**src/rtl/l2_dual_port_arbiter.sv**
```systemverilog
// Arbitrates NumReq masters onto the two L2 bank ports, one round-robin arbiter per port.
// Optional L2_ARB_PERF_CNT_EN adds saturating grant and error counters.
//
// state  | meaning
// -------+-------------------------------------------------------------
// IDLE   | no transaction on this port; pick a winner when one is eligible
// REQ    | l2_req_o high with latched fields, waiting for l2_gnt_i
// WAIT   | granted, waiting for l2_rvalid_i to return the response
module l2_dual_port_arbiter #(
    parameter int unsigned          NumReq      = 4,
    parameter int unsigned          AddrWidth   = 64,
    parameter int unsigned          DataWidth   = 64,
    parameter logic [AddrWidth-1:0] L2Port0Base = AddrWidth'(64'h7800_0000),
    parameter logic [AddrWidth-1:0] L2PortSize  = AddrWidth'(64'h0020_0000)
) (
    input  logic                      clk_i,
    input  logic                      rst_i,
    input  logic [NumReq-1:0]         req_valid_i,
    output logic [NumReq-1:0]         req_ready_o,
    input  logic [NumReq*AddrWidth-1:0] req_addr_i,
    input  logic [NumReq-1:0]         req_we_i,
    input  logic [NumReq*DataWidth-1:0] req_wdata_i,
    output logic [NumReq-1:0]         rsp_valid_o,
    output logic [NumReq*DataWidth-1:0] rsp_rdata_o,
    output logic [NumReq-1:0]         rsp_err_o,
    output logic [1:0]                l2_req_o,
    input  logic [1:0]                l2_gnt_i,
    output logic [2*AddrWidth-1:0]    l2_addr_o,
    output logic [1:0]                l2_we_o,
    output logic [2*DataWidth-1:0]    l2_wdata_o,
    input  logic [1:0]                l2_rvalid_i,
    input  logic [2*DataWidth-1:0]    l2_rdata_i
`ifdef L2_ARB_PERF_CNT_EN
    ,
    output logic [63:0]               perf_grant_cnt_o,
    output logic [31:0]               perf_err_cnt_o
`endif
);

    localparam int unsigned IdxW = (NumReq > 1) ? $clog2(NumReq) : 1;
    localparam logic [AddrWidth-1:0] P1Base = L2Port0Base + L2PortSize;
    localparam logic [AddrWidth-1:0] P1End  = P1Base + L2PortSize;

    typedef enum logic [1:0] {
        ST_IDLE = 2'd0,
        ST_REQ  = 2'd1,
        ST_WAIT = 2'd2
    } state_e;

    state_e                       state_q [2];
    state_e                       state_d [2];
    logic [1:0][IdxW-1:0]         win_q, win_d, rr_q, rr_d;
    logic [1:0][AddrWidth-1:0]    off_q, off_d;
    logic [1:0][DataWidth-1:0]    wdata_q, wdata_d;
    logic [1:0]                   we_q, we_d;
    logic [NumReq-1:0]            err_acc_q, err_acc_d;
    logic [NumReq-1:0]            rsp_valid_q, rsp_valid_d, rsp_err_q, rsp_err_d;
    logic [NumReq*DataWidth-1:0]  rsp_rdata_q, rsp_rdata_d;
    logic [NumReq-1:0]            dec_p0, dec_p1, dec_err, busy;
    logic [1:0][NumReq-1:0]       elig;
    logic [IdxW-1:0]              sel;

    function automatic logic [IdxW-1:0] rr_pick(input logic [NumReq-1:0] cand,
                                                input logic [IdxW-1:0] ptr);
        logic [IdxW-1:0] pick;
        int unsigned     idx;
        pick = '0;
        // Walk backwards so the first eligible index at or after ptr wins.
        for (int i = NumReq - 1; i >= 0; i--) begin
            idx = 32'(ptr) + 32'(i);
            if (idx >= NumReq) idx = idx - NumReq;
            if (cand[idx]) pick = IdxW'(idx);
        end
        return pick;
    endfunction

    for (genvar m = 0; m < NumReq; m++) begin : g_dec
        logic [AddrWidth-1:0] addr;
        assign addr       = req_addr_i[m*AddrWidth +: AddrWidth];
        assign dec_p0[m]  = (addr >= L2Port0Base) && (addr < P1Base);
        assign dec_p1[m]  = (addr >= P1Base) && (addr < P1End);
        assign dec_err[m] = ~(dec_p0[m] | dec_p1[m]);
    end

    // A master with a transaction in flight anywhere is kept out of both arbiters.
    always_comb begin
        busy = err_acc_q;
        for (int p = 0; p < 2; p++) begin
            if (state_q[p] != ST_IDLE) busy[win_q[p]] = 1'b1;
        end
    end

    assign elig[0] = req_valid_i & dec_p0 & ~busy;
    assign elig[1] = req_valid_i & dec_p1 & ~busy;

    always_comb begin
        err_acc_d   = req_valid_i & dec_err & ~busy;
        req_ready_o = err_acc_q;
        rsp_valid_d = err_acc_q;
        rsp_err_d   = err_acc_q;
        rsp_rdata_d = '0;
        sel         = '0;
        for (int p = 0; p < 2; p++) begin
            state_d[p] = state_q[p];
            win_d[p]   = win_q[p];
            rr_d[p]    = rr_q[p];
            off_d[p]   = off_q[p];
            we_d[p]    = we_q[p];
            wdata_d[p] = wdata_q[p];
            case (state_q[p])
                ST_IDLE: begin
                    if (|elig[p]) begin
                        sel        = rr_pick(elig[p], rr_q[p]);
                        win_d[p]   = sel;
                        off_d[p]   = req_addr_i[sel*AddrWidth +: AddrWidth]
                                     - ((p == 0) ? L2Port0Base : P1Base);
                        we_d[p]    = req_we_i[sel];
                        wdata_d[p] = req_wdata_i[sel*DataWidth +: DataWidth];
                        state_d[p] = ST_REQ;
                    end
                end
                ST_REQ: begin
                    if (l2_gnt_i[p]) begin
                        req_ready_o[win_q[p]] = 1'b1;
                        state_d[p]            = ST_WAIT;
                    end
                end
                ST_WAIT: begin
                    if (l2_rvalid_i[p]) begin
                        rsp_valid_d[win_q[p]] = 1'b1;
                        rsp_rdata_d[win_q[p]*DataWidth +: DataWidth] =
                            we_q[p] ? '0 : l2_rdata_i[p*DataWidth +: DataWidth];
                        rr_d[p]    = (win_q[p] == IdxW'(NumReq - 1)) ? '0 : win_q[p] + 1'b1;
                        state_d[p] = ST_IDLE;
                    end
                end
                default: state_d[p] = ST_IDLE;
            endcase
        end
    end

    always_ff @(posedge clk_i or posedge rst_i) begin
        if (rst_i) begin
            for (int p = 0; p < 2; p++) begin
                state_q[p] <= ST_IDLE;
            end
            win_q       <= '0;
            rr_q        <= '0;
            off_q       <= '0;
            we_q        <= '0;
            wdata_q     <= '0;
            err_acc_q   <= '0;
            rsp_valid_q <= '0;
            rsp_err_q   <= '0;
            rsp_rdata_q <= '0;
        end else begin
            for (int p = 0; p < 2; p++) begin
                state_q[p] <= state_d[p];
            end
            win_q       <= win_d;
            rr_q        <= rr_d;
            off_q       <= off_d;
            we_q        <= we_d;
            wdata_q     <= wdata_d;
            err_acc_q   <= err_acc_d;
            rsp_valid_q <= rsp_valid_d;
            rsp_err_q   <= rsp_err_d;
            rsp_rdata_q <= rsp_rdata_d;
        end
    end

    assign rsp_valid_o = rsp_valid_q;
    assign rsp_err_o   = rsp_err_q;
    assign rsp_rdata_o = rsp_rdata_q;

    // Port fields are only driven while a request is presented.
    always_comb begin
        l2_req_o   = '0;
        l2_we_o    = '0;
        l2_addr_o  = '0;
        l2_wdata_o = '0;
        for (int p = 0; p < 2; p++) begin
            if (state_q[p] == ST_REQ) begin
                l2_req_o[p]                            = 1'b1;
                l2_we_o[p]                             = we_q[p];
                l2_addr_o[p*AddrWidth +: AddrWidth]    = off_q[p];
                l2_wdata_o[p*DataWidth +: DataWidth]   = wdata_q[p];
            end
        end
    end

`ifdef L2_ARB_PERF_CNT_EN
    logic [1:0][31:0] grant_cnt_q;
    logic [31:0]      err_cnt_q;
    logic [4:0]       err_inc;
    logic [32:0]      err_sum;

    // Decode errors are counted on their acceptance pulse; stray rvalids outside WAIT add to the same count.
    always_comb begin
        err_inc = '0;
        for (int m = 0; m < NumReq; m++) begin
            err_inc = err_inc + 5'(err_acc_q[m]);
        end
        for (int p = 0; p < 2; p++) begin
            if (l2_rvalid_i[p] && (state_q[p] != ST_WAIT)) err_inc = err_inc + 5'd1;
        end
        err_sum = {1'b0, err_cnt_q} + 33'(err_inc);
    end

    always_ff @(posedge clk_i or posedge rst_i) begin
        if (rst_i) begin
            grant_cnt_q <= '0;
            err_cnt_q   <= '0;
        end else begin
            for (int p = 0; p < 2; p++) begin
                if ((state_q[p] == ST_REQ) && l2_gnt_i[p] && (grant_cnt_q[p] != '1)) begin
                    grant_cnt_q[p] <= grant_cnt_q[p] + 32'd1;
                end
            end
            err_cnt_q <= err_sum[32] ? '1 : err_sum[31:0];
        end
    end

    assign perf_grant_cnt_o = grant_cnt_q;
    assign perf_err_cnt_o   = err_cnt_q;
`endif

endmodule

```
**config.mk**
```make
export PLATFORM = sky130hd
export DESIGN_NAME = l2_dual_port_arbiter
export DESIGN_NICKNAME = d
export VERILOG_FILES = /design/src/rtl/l2_dual_port_arbiter.sv
export SDC_FILE = /design/constraint.sdc
export NUM_CORES = 2
export LEC_CHECK = 0
export BUFFER_PORTS_ARGS = -buffer_cell sky130_fd_sc_hd__buf_2
export CAP_MARGIN = 20
export CELL_PAD_IN_SITES_DETAIL_PLACEMENT = 1
export CELL_PAD_IN_SITES_GLOBAL_PLACEMENT = 1
export CORE_AREA = 2 2 465 467
export CTS_CLUSTER_DIAMETER = 200
export DETAILED_ROUTE_END_ITERATION = 8
export DIE_AREA = 0 0 467 469
export PLACE_DENSITY = 0.34
export SYNTH_ARGS = -nofsm -noshare
export SYNTH_HDL_FRONTEND = slang
export SYNTH_SLANG_ARGS = --single-unit
```
**constraint.sdc**
```tcl
create_clock -name clk_i -period 42.2 [get_ports clk_i]
set_input_delay 2.11 -clock clk_i [delete_from_list [all_inputs] [get_ports clk_i]]
set_output_delay 2.11 -clock clk_i [all_outputs]
set_load 0.02 [all_outputs]
```
Yosys cells after proc, flatten, opt, wreduce, memory -nomap -nowiden --
Cells that the tools add are included.
Word-level totals: register bits 538, bits of input ports 654, output and inout bits 528, word-level logic and storage cells 231
Cells by class: $add $sub $neg 20, $lt $le $gt $ge 38, equal/unequal tests 12, shifts and indexed selects 8, multiplexer cells 95, bitwise logic cells 20, reductions and logical operators 22
Operator list (count):
- 256-bit 2-to-1 mux | 4
- 256-bit by 9-bit indexed part select with 64-bit output | 4
- 32-bit 2-to-1 mux | 24
- 64-bit by 31-bit >= comparator with 1-bit output, second input constant | 8
- 64-bit by 31-bit less-than comparator with 1-bit output, second input constant | 8
- 64-bit by 34-bit variable shift with 256-bit output, first input constant | 2
- 64-bit by 34-bit indexed part select with 256-bit output | 2
- 64-bit 2-to-1 mux | 6
- 256-bit AND | 1
- 256-bit bitwise mux | 1
- 32-bit by 3-bit less-than comparator with 1-bit output, second input constant | 8
- 64-bit by 31-bit subtractor with 64-bit output, second input constant | 2
- 8-bit negation with 34-bit output | 2
- 2-bit 2-to-1 mux | 20
- 4-bit 2-to-1 mux | 10
- 4-bit AND | 6
- 3-bit by 3-bit subtractor with 4-bit output, second input constant | 6
- 1-bit binary-select mux with 2-bit select | 10
- 3-bit >= comparator, second input constant | 6
- 1-bit 2-to-1 mux | 16
- 4-bit bitwise OR | 4
- 2-bit by 2-bit adder with 3-bit output, second input constant | 4
- 2-bit by 3-bit less-than comparator with 1-bit output, second input constant | 4
- 2-bit != test, second input constant | 6
- 18 further kinds | 51

Longest topological paths before layout --
depth after elaboration 23, gate-level depth with buffers 15, gate-level depth less buffers 13

Worst setup path after synthesis --
No wires, ideal clock.
path type input to register, start input port req_addr_i[218], end register off_q[101] in the netlist's numbering, setup time 0.132 ns, arrival 5.325 ns, data required time 42.068 ns, setup slack 36.743 ns, stages on the path 13, path buffers 3, path through or4b_1 -> nor3_1 -> nand3_1 -> o21bai_1 -> a2111oi_4 -> buf_6 -> buf_4 -> mux2_2 -> nor2_1 -> ha_1 -> a211oi_1 -> clkbuf_1 -> nor2_1
On the way: longest elaborated chain between the ends 14, elaborated cells between the ends (all ways) 23, those cells by class 1 x add/sub; 2 x order compare; 1 x shift; 14 x mux; 2 x bitwise; 3 x reduce/logical
Ends and longest elaborated chain:
- start, declared | line 20 | input logic [NumReq*AddrWidth-1:0] req_addr_i,
- 64-bit by 31-bit >= comparator with 1-bit output or 64-bit by 31-bit less-than comparator with 1-bit output (tied branches) | line 81 | assign dec_p1[m] = (addr >= P1Base) && (addr < P1End);
- 1-bit logical AND | line 81
- 4-bit AND (2 in a row) | line 94 | assign elig[1] = req_valid_i & dec_p1 & ~busy;
- 1-bit binary-select mux with 2-bit select | line 72 | if (cand[idx]) pick = IdxW'(idx);
- 1-bit 2-to-1 mux (implied by the code) | line 72
- 2-bit 2-to-1 mux (4 in a row) | line 72
- 2-bit 2-to-1 mux | line 112 | if (|elig[p]) begin
- 2-bit 2-to-1 mux | line 110 | case (state_q[p])
- 256-bit by 9-bit indexed part select with 64-bit output | line 115 | off_d[p] = req_addr_i[sel*AddrWidth +: AddrWidth]
- 64-bit by 31-bit subtractor with 64-bit output | line 116 | - ((p == 0) ? L2Port0Base : P1Base);
- end signal, assigned | line 149 | off_q <= '0;
- end signal, assigned | line 162 | off_q <= off_d;
- end, declared | line 53 | logic [1:0][AddrWidth-1:0] off_q, off_d;
Parallel ways exist; a longest one is shown, timed or not. The select of a mux whose other input is x is not followed. A chain may end at the register's enable or synchronous reset.

Worst setup path after layout --
start input port req_addr_i[218], end register wdata_q[34] in the netlist's numbering
On the way: longest elaborated chain between the ends 13, elaborated cells between the ends (all ways) 22, those cells by class 2 x order compare; 1 x shift; 14 x mux; 2 x bitwise; 3 x reduce/logical
Ends and longest elaborated chain:
- 64-bit by 31-bit >= comparator with 1-bit output or 64-bit by 31-bit less-than comparator with 1-bit output (tied branches) | line 80 | assign dec_p0[m] = (addr >= L2Port0Base) && (addr < P1Base);
- 1-bit logical AND (*) | line 80
- 4-bit AND (*) (2 in a row) | line 93 | assign elig[0] = req_valid_i & dec_p0 & ~busy;
- 1-bit binary-select mux with 2-bit select | line 72
- 1-bit 2-to-1 mux (implied by the code) | line 72
- 2-bit 2-to-1 mux (4 in a row) | line 72
- 2-bit 2-to-1 mux | line 112
- 2-bit 2-to-1 mux | line 110
- 256-bit by 9-bit indexed part select with 64-bit output | line 118 | wdata_d[p] = req_wdata_i[sel*DataWidth +: DataWidth];
- end signal, assigned | line 164 | wdata_q <= wdata_d;
- end, declared | line 54 | logic [1:0][DataWidth-1:0] wdata_q, wdata_d;
Mark *: on every way between the ends. The rest lies on a longest branch, timed or not. The select of a mux whose other input is x is not followed.

==> impl_metrics.yaml <==
route:
  drt_iter0_drc: 1413
  wire_per_inst_um: 29.5
  via_count: 29100
  drt_wl_total_um: 201000
  drcViolationCount: 0
  via_per_inst: 4.27
  drt-pass1-iter-count: 5
  antenna_left: 0
critical_path:
  crit_end: "wdata_q[34]"
  critPathTopFamily: "compound AO/OA/AOI/OAI gates"
  ff2ff_path_depth: 10
  worst-path-buf-inv: 3
  rr_endpoint: "we_q[0]"
  r2r_start: "state_q[3]"
  r2r_setup_slack_ns: 36.69
  worstSetupStartpointType: "input pin"
  crit_fanout: 47
  endpoint_kind: "flip-flop"
  path_depth: 11
  worst-setup-path-type: "in2reg"
  crit_start: "req_addr_i[218]"
  crit_required_ns: 42.80
  crit_slowest_cell: "a41o_1"
  slowest_delay_ns: 0.86
  path_cells: "buf_2 > or4b_1 > a21oi_1 > buf_4 > nand2b_4 > or2_4 > a41o_1 > a31o_4 > buf_4 > o22ai_1 > a21oi_1"
  critical_path_arrival_ns: 7.32
logic_synthesis:
  synth_cells: 2830
  ys.flop_type: "dfrtp_1"
  async_flop_share_pct: 100
  yosys.area.top_type: "dfrtp_1"
  yosysMostFrequentCell: "dfrtp_1"
  yosys_warnings: 0
  ys_seq_area_share_pct: 45.8
  synthTopCellsByArea: "dfrtp_1 (46%), o22ai_1 (7.3%), mux4_2 (6.6%)"
  synth-seq-cells: 538
  synth_edf_count: 0
  synth_area_per_cell_um2: 10.4
  netlist_top_cells_count: "dfrtp_1 (538), o22ai_1 (342), and2_1 (287)"
  syn_area_um2: 29400
  netlist.area_leader.share_pct: 45.8
  synth_fp_nets: 3502
  synth_cell_types: 72
placed_design:
  hpwl_um: 147000
  routabilityCongestion: 0.803
  place_area_um2: 38400
  portBuffers: 1181
  place_inst: 6646
die:
  dieArea_um2: 219000
  ios: 1182
  die_x_um: 467
  die_y_um: 469
  core_area_um2: 214000
  initial_core_util_pct: 13.8
  std_cell_rows: 170
clock_network:
  cts_made_buffers: 80
  cts_hold_buf: 0
  cts_max_level: 3
  clk_pin_slew_ns: 0.06
  root_buffer: "clkbuf_16"
  postCtsSetupRepairBufs: 0
  insertion_delay_ns: 0.70
  ctsResizeCount: 0
  cts_sinks: 538
  clk_path_buf_depth: 3
  cts_tree: "built"
worst_hold_path:
  min_path_type: "reg2reg"
power:
  p_per_area_nw_per_um2: 31.9
  power_leakage_nw: 20.3
  finalPower_mw: 1.31
  peakVddDrop_mv: 0.0252
finish:
  layout-drive-gt1-share_pct: 40.0
  fin_area_um2: 41200
  final_core_util_pct: 19.3
  ff_latch_area_um2: 13500
  instances_no_fill: 6823
  area_delta_synth_final_pct: 40.0
  nNetsFinal: 4562
  fillers: 24900
  multi_input_area_um2: 14600
timing:
  skew_ns: 0.0324
  finalCritPeriodShare_pct: 15.9
  relSlewSlack_pct: 17.0
  rsz0062_at_grt: "no"
  hold_violations: 0
  clock.fmax_mhz: 149
  drv_slew: 0
  worst_pin_slew_ns: 1.25
  fin_crit_ns: 6.72
  fin_setup_tns_ns: 0
  setup_viol: 0
global_route:
  grt_max_degree: 101
  grt_pass1_wl_um: 271000
  grt_antenna_before_repair: 140
  grt_pass1_vias: 30600
  gr-total-overflow: 0
  grt_use_total_pct: 17.7
outcome:
  run_status: "finished, final reports clean"
flow_run:
  drv_cap: 0
==> where the power goes <==
| group | internal (mW) | switching [mW] | total (mW) |
|---|---|---|---|
| Sequential | 0.517 | 0.000549 | 0.517 |
| Clock | 0.403 | 0.293 | 0.696 |
| Combinational | 0.0394 | 0.0609 | 0.100 |
==> final cells by class <==
type | count | share of cell area [%]
Clock buffer | 119 | 5.66
Clock inverter | 21 | 0.726
Antenna cell | 37 | 0.225
Multi-Input combinational cell | 1924 | 35.4
Inverter | 95 | 0.884
Tap cell | 2838 | 8.62
Sequential cell | 538 | 32.7
Timing Repair Buffer | 1251 | 15.7
==> worst min path at each step <==
stage                         to          from  cells after the start
global route           off_q[28]     off_q[28]                      2
detailed placement     off_q[28]     off_q[28]                      2
finish              rsp_err_o[2]  err_acc_q[2]                      0
CTS                 rsp_err_o[2]  err_acc_q[2]                      0
floorplan           rsp_err_o[0]  err_acc_q[0]                      0
global placement       off_q[28]     off_q[28]                      2
==> state kept, by name, indices dropped and copies added, names as in the netlist <==
signal,count
win_q,4
rsp_valid_o,4
rsp_err_o,4
off_q,128
rsp_rdata_o,256
rr_q,4
wdata_q,128
err_acc_q,4
we_q,2
state_q,4
==> stage by stage <==
step	hold WS, ns	setup WS [ns]
4_1_cts	0.463	35.35
3_5_place_dp	0.455	34.53
6_report	0.448	35.48
5_1_grt	0.472	35.20
2_1_floorplan	0.387	25.05
3_3_place_gp	0.447	34.61
==> cell families after synthesis <==
family          synth area share, %
mux                            16.0
flops                          45.8
compound gates                 13.7
simple gates                   18.6
fa+ha+maj                     0.766
buf+inv                        5.19
==> per-layer routing <==
layer / GRT usage, % / wire, um / part of all wire, % / up-vias
met5: 0 / 824 / 0.41 / -
met4: 3.93 / 4500 / 2.2 / 132
met3: 6.48 / 17200 / 8.6 / 325
met2: 30.9 / 98800 / 49 / 1085
met1: 20.4 / 80100 / 40 / 14900
li1: - / - / - / 12700
==> cells in the final DEF, fill, tap and decap left out, types with 18 or more instances in the layout <==
cell type,count
a21oi_1,111
clkbuf_16,81
diode_2,37
nand2_1,45
a31oi_1,20
inv_1,94
buf_4,66
buf_2,1181
nand3_1,101
nor3_1,99
o211ai_1,86
o22ai_1,342
clkbuf_1,22
nand4_1,105
nor4_1,42
dfrtp_1,536
mux2i_1,172
mux2_4,18
nand2b_1,137
mux4_2,86
nor2b_1,22
nor2_1,57
ha_1,18
mux2_2,69
and2_1,285
Note: power is estimated with default switching activity, not from simulation.
